===== src/rtl/axis_rx_byte_serializer.sv =====
// Serializes 64-bit AXI-Stream RX beats into a byte stream, lowest kept lane first.
// The FSM also maintains the per-packet byte count and the total/errored packet counters.
module axis_rx_byte_serializer #(
  parameter int DATA_WIDTH = 64,
  parameter int BCNT_WIDTH = 32
) (
  input  logic                    rx_mac_aclk,
  input  logic                    reset_,
  input  logic [DATA_WIDTH-1:0]   rx_axis_mac_tdata,
  input  logic [DATA_WIDTH/8-1:0] rx_axis_mac_tkeep,
  input  logic                    rx_axis_mac_tvalid,
  input  logic                    rx_axis_mac_tlast,
  input  logic                    rx_axis_mac_tuser,
  output logic                    rx_axis_mac_tready,
  output logic [7:0]              byte_data,
  output logic                    byte_vld,
  input  logic                    byte_rdy,
  output logic                    byte_sop,
  output logic                    byte_eop,
  output logic                    axis_rd_done_st,
  output logic [BCNT_WIDTH-1:0]   rx_axis_mac_tbcnt,
  output logic [31:0]             pkt_cnt,
  output logic [31:0]             err_pkt_cnt
);

  localparam int LANES = DATA_WIDTH / 8;
  localparam int LW    = $clog2(LANES);

  // state | meaning
  // IDLE  | waiting for the first beat of a packet
  // SHIFT | emitting pending lanes of the held beat
  // NEXT  | waiting for the following beat of the same packet
  // DONE  | one-cycle packet completion, counters update
  typedef enum logic [1:0] {IDLE, SHIFT, NEXT, DONE} state_t;

  state_t                state, state_nxt;
  logic                  run;
  logic [DATA_WIDTH-1:0] data_q;
  logic [LANES-1:0]      keep_q;
  logic                  last_q;
  logic                  user_q;
  logic                  sop_q;
  logic [BCNT_WIDTH-1:0] byte_cnt;
  logic [LW-1:0]         lane;
  logic [LANES-1:0]      keep_rem;
  logic                  beat_xfer;
  logic                  byte_xfer;

  always_comb begin
    lane = '0;
    for (int i = LANES - 1; i >= 0; i--) begin
      if (keep_q[i]) lane = LW'(i);
    end
  end

  assign keep_rem  = keep_q & ~(LANES'(1) << lane);
  assign byte_data = data_q[{lane, 3'b000} +: 8];
  assign byte_sop  = byte_vld & sop_q;
  assign byte_eop  = byte_vld & last_q & (keep_rem == '0);
  assign beat_xfer = rx_axis_mac_tvalid & rx_axis_mac_tready;
  assign byte_xfer = byte_vld & byte_rdy;

  always_ff @(posedge rx_mac_aclk or negedge reset_) begin
    if (!reset_) state <= IDLE;
    else         state <= state_nxt;
  end

  always_comb begin
    state_nxt          = state;
    rx_axis_mac_tready = 1'b0;
    byte_vld           = 1'b0;
    axis_rd_done_st    = 1'b0;
    case (state)
      IDLE, NEXT: begin
        rx_axis_mac_tready = run;
        if (rx_axis_mac_tvalid && run) begin
          if (|rx_axis_mac_tkeep)     state_nxt = SHIFT;
          else if (rx_axis_mac_tlast) state_nxt = DONE;
          else                        state_nxt = NEXT;
        end
      end
      SHIFT: begin
        byte_vld = 1'b1;
        if (byte_rdy && keep_rem == '0) state_nxt = last_q ? DONE : NEXT;
      end
      DONE: begin
        axis_rd_done_st = 1'b1;
        state_nxt       = IDLE;
      end
      default: state_nxt = IDLE;
    endcase
  end

  // run keeps tready low until the first clock edge after reset release
  always_ff @(posedge rx_mac_aclk or negedge reset_) begin
    if (!reset_) begin
      run               <= 1'b0;
      data_q            <= '0;
      keep_q            <= '0;
      last_q            <= 1'b0;
      user_q            <= 1'b0;
      sop_q             <= 1'b0;
      byte_cnt          <= '0;
      rx_axis_mac_tbcnt <= '0;
      pkt_cnt           <= '0;
      err_pkt_cnt       <= '0;
    end else begin
      run <= 1'b1;
      if (beat_xfer) begin
        data_q <= rx_axis_mac_tdata;
        keep_q <= rx_axis_mac_tkeep;
        last_q <= rx_axis_mac_tlast;
        user_q <= rx_axis_mac_tuser & rx_axis_mac_tlast;
        if (state == IDLE) sop_q <= 1'b1;
      end
      if (byte_xfer) begin
        keep_q <= keep_rem;
        sop_q  <= 1'b0;
        if (byte_cnt != '1) byte_cnt <= byte_cnt + BCNT_WIDTH'(1);
      end
      if (state == DONE) begin
        rx_axis_mac_tbcnt <= byte_cnt;
        pkt_cnt           <= pkt_cnt + 32'd1;
        if (user_q) err_pkt_cnt <= err_pkt_cnt + 32'd1;
        byte_cnt <= '0;
        sop_q    <= 1'b0;
      end
    end
  end

endmodule

===== config.mk =====
export PLATFORM = sky130hd
export DESIGN_NAME = axis_rx_byte_serializer
export DESIGN_NICKNAME = d
export VERILOG_FILES = /design/src/rtl/axis_rx_byte_serializer.sv
export SDC_FILE = /design/constraint.sdc
export NUM_CORES = 1
export LEC_CHECK = 0
export CAP_MARGIN = 20
export CORE_ASPECT_RATIO = 0.8
export CORE_MARGIN = 1.5
export CORE_UTILIZATION = 47
export DETAILED_ROUTE_END_ITERATION = 10
export PLACE_DENSITY = 0.81
export SLEW_MARGIN = 0
export SYNTH_ARGS = -nofsm -noshare
export SYNTH_HDL_FRONTEND = slang
export SYNTH_SLANG_ARGS = --single-unit

===== constraint.sdc =====
create_clock -name rx_mac_aclk -period 2.2 [get_ports rx_mac_aclk]
set_input_delay 0.44 -clock rx_mac_aclk [delete_from_list [all_inputs] [get_ports rx_mac_aclk]]
set_output_delay 0.44 -clock rx_mac_aclk [all_outputs]
set_load 0.02 [all_outputs]

==> results.tsv <==
stage	metric	value	unit
sta	Fin Hold WS	459	ps
setup_path	CP max stage delay	540	ps
sta	Slew headroom	0.662	
final_layout	most common cell after layout, fill and taps aside	nand2_1	
route	routed vias/inst	5.59	
setup_path	CP Data Arrival Time	2590	ps
logic_synthesis	Post-Syn Area	9590	sq um
clocking	CTS HTree Levels	1	
final_layout	final layout net count	1361	
placed_design	dpl hpwl	18500	microns
clocking	register clock-pin slew on the reported worst setup and hold paths	60	ps
clocking	CTS tree	done	
status	failing checks	setup timing	
logic_synthesis	Post-Syn Instances	1036	
status	status	complete, but fails checks	
final_layout	fin cells	1558	
worst_hold_path	Min-Delay Path Class	input pin to flip-flop	
grt	total global-route track usage	0.246	
sta	Final Hold Vio Count	0	
final_layout	share of cells above drive strength 1	0.154	
final_layout	Util after Layout	0.669	
setup_path	crit-path cells	or4_4 -> or3_4 -> maj3_2 -> nor2_4 -> and3_4 -> buf_6	
logic_synthesis	Mapped Nets	1117	
sta	Worst-Margin Slew	507	ps
floorplanning	Initial Utilization	0.482	
setup_path	critical path class	flip-flop to output pin	
setup_path	startpoint types	flip-flop	
sta	fmax	0.330	GHz
grt	largest net degree at the start of global routing	59	
clocking	CTS Root Buffer Type	clkbuf_16	
floorplanning	Cell Rows	46	
final_layout	flip-flop and latch area	5160	sq um
logic_synthesis	yosys synthesis warning count	0	
route	DR vias	8704	
pwr	Leakage	6.06	nW
floorplanning	Die Y	131	microns
route	DRT Pass-1 Iters	7	
sta	Final Max Tran Viols	0	
pwr	total power draw	16.1	mW
setup_path	Setup crit end kind	output pin	
placed_design	Placed Cells	1506	
final_layout	commonest non-fill, non-tap cells in the layout	nand2_1 (313), dfrtp_1 (203), clkdlybuf4s50_1 (172), buf_4 (75), xnor2_1 (49)	
logic_synthesis	Seq cells post-synth	206	
route	Routed WL	26700	microns
final_layout	antenna cell count	0	
pwr	Pwr Density	1210	nW/um^2
sta	Tmin final	3030	ps
route	WL/cell	17.1	microns
logic_synthesis	Seq/Total Area, Yosys	0.538	
clocking	Clock Sinks	206	
flow_run	max_cap viols	0	
final_layout	Area growth, synth to finish	38.9	%
clocking	Num CTS Buffers	22	
clocking	clk buf depth	3	
logic_synthesis	Post-synth EDFFs	0	
logic_synthesis	Syn Area/Cell	9.26	sq um
route	Routed Antenna Nets	0	
grt	global-route wire length before repair	41900	microns
setup_path	Crit-path slowest cell	or4_4	
placed_design	gpl congestion	0.894	
sta	Final WS setup	-829	ps
sta	Fin Clk Skew	11.9	ps
floorplanning	# IOs	187	
pwr	Worst VDD drop	1.13	mV
final_layout	area occupied by multi-input gates	4340	sq um
grt	initial antenna violation count	0	
sta	period utilisation layout	1.38	
setup_path	Crit Path Max Fanout	2	
logic_synthesis	main flop type after synthesis	dfrtp_1	
floorplanning	die area	21300	sq um
setup_path	Worst EP required	1760	ps
floorplanning	core region area	19900	sq um
grt	vias in the first global route	8167	
clocking	Skew-Pair Late Insertion Delay	500	ps
sta	Finish-stage setup viols	11	
route	DR iter-0 viols	1028	
final_layout	Layout fillers	1535	
logic_synthesis	Async SR Flop Fraction	1.00	
placed_design	IO buf count	186	
floorplanning	die width	163	microns
route	DRC errors left	0	
logic_synthesis	post-synth cell types	58	
placed_design	pre-CTS WS	-717	ps
sta	RSZ-0062 raised after global routing	yes	
grt	GRT overflow	0	
cells by family after synthesis:
logic type | synth area share
buffers and inverters | 0.0387
flip-flops | 0.538
other | 0.000391
XOR/XNOR | 0.0603
AO/OA/AOI/OAI | 0.112
adder cells (fa/ha/maj) | 0.00613
AND/OR/NAND/NOR | 0.238
multiplexers | 0.00652
registers in the layout (all words and copies together) (netlist names):
| signal | flops |
|---|---|
| last_q | 1 |
| byte_cnt | 32 |
| keep_q | 8 |
| data_q | 64 |
| run | 1 |
| pkt_cnt | 32 |
| err_pkt_cnt | 32 |
| rx_axis_mac_tbcnt | 32 |
| state | 2 |
| user_q | 1 |
| sop_q | 1 |
metal layers:
layer / track usage / share of wire / vias to the layer above
li1: - / - / 4068
met1: 0.355 / 0.44 / 4200
met2: 0.381 / 0.46 / 387
met3: 0.0473 / 0.080 / 49
met4: 0.0691 / 0.021 / 0
met5: 0 / 0 / -
where the power goes:
group	internal (mW)	switching (mW)
clock	2.33	1.49
sequential	4.69	0.712
combinational	3.12	3.71
synthesized netlist by cell type, types with 7 or more instances:
cell type  number  area [sq um]
clkbuf_1       39           146
inv_1          31           116
nand3_1        30           150
dfrtp_1       206          5150
o22ai_1         8          50.1
o21ai_0        45           225
xnor2_1        49           429
xor2_1         17           149
and4_1          7          61.3
a21oi_1        33           165
nor3_1         10          50.1
nand2_1       313          1170
o211ai_1       14           105
o31ai_1         7          52.6
nand4_1        33           206
o2111ai_1      14           123
and3_1         17           106
nor2_1         34           128
o221ai_1       15           131
or3_1          16           100
worst paths after layout:
kind	start	end	slack (ps)	cells past startpoint
max in group asynchronous	reset_	rx_axis_mac_tbcnt[15]	1020	3
min in group asynchronous	reset_	data_q[17]	470	2
max reg2reg	keep_q[3]	state[1]	-700	16
min reg2reg	pkt_cnt[31]	pkt_cnt[31]	470	1
max	keep_q[3]	byte_eop	-830	6
min	rx_axis_mac_tdata[1]	data_q[1]	460	3
stage by stage:
step                setup TNS [ps]  area (sq um)
floorplan                     -714          9660
global placement             -6020         12200
detailed placement           -7210         12200
CTS                          -6020         13100
global route                 -7010         13300
finish                       -6170         13300
timing repair:
item / 4_1_cts / 5_1_grt
endpoints found under the setup margin: 13 / 25
hold buffers: 1 / 0
buffers inserted: 12 / 11
pin swaps: 2 / 4
resized for setup: 72 / 42
gates cloned: 0 / 1
endpoints found under the hold margin: 53 / 0
critical path: cells and delay by family (launching register included):
family,cells,cell delay (ps)
adder cells (fa/ha/maj),1,360
AND/OR/NAND/NOR,4,1220
buffers and inverters,1,110
flip-flops,1,390
final cells by class:
class / count / share of cell area
sequential: 206 / 0.387
multi-input combinational: 744 / 0.326
timing repair buffer: 275 / 0.198
clock buffer: 30 / 0.0467
tap: 264 / 0.0248
clock inverter: 8 / 0.00911
inverter: 31 / 0.00874
No activity file was read; power rests on OpenSTA's default activity.
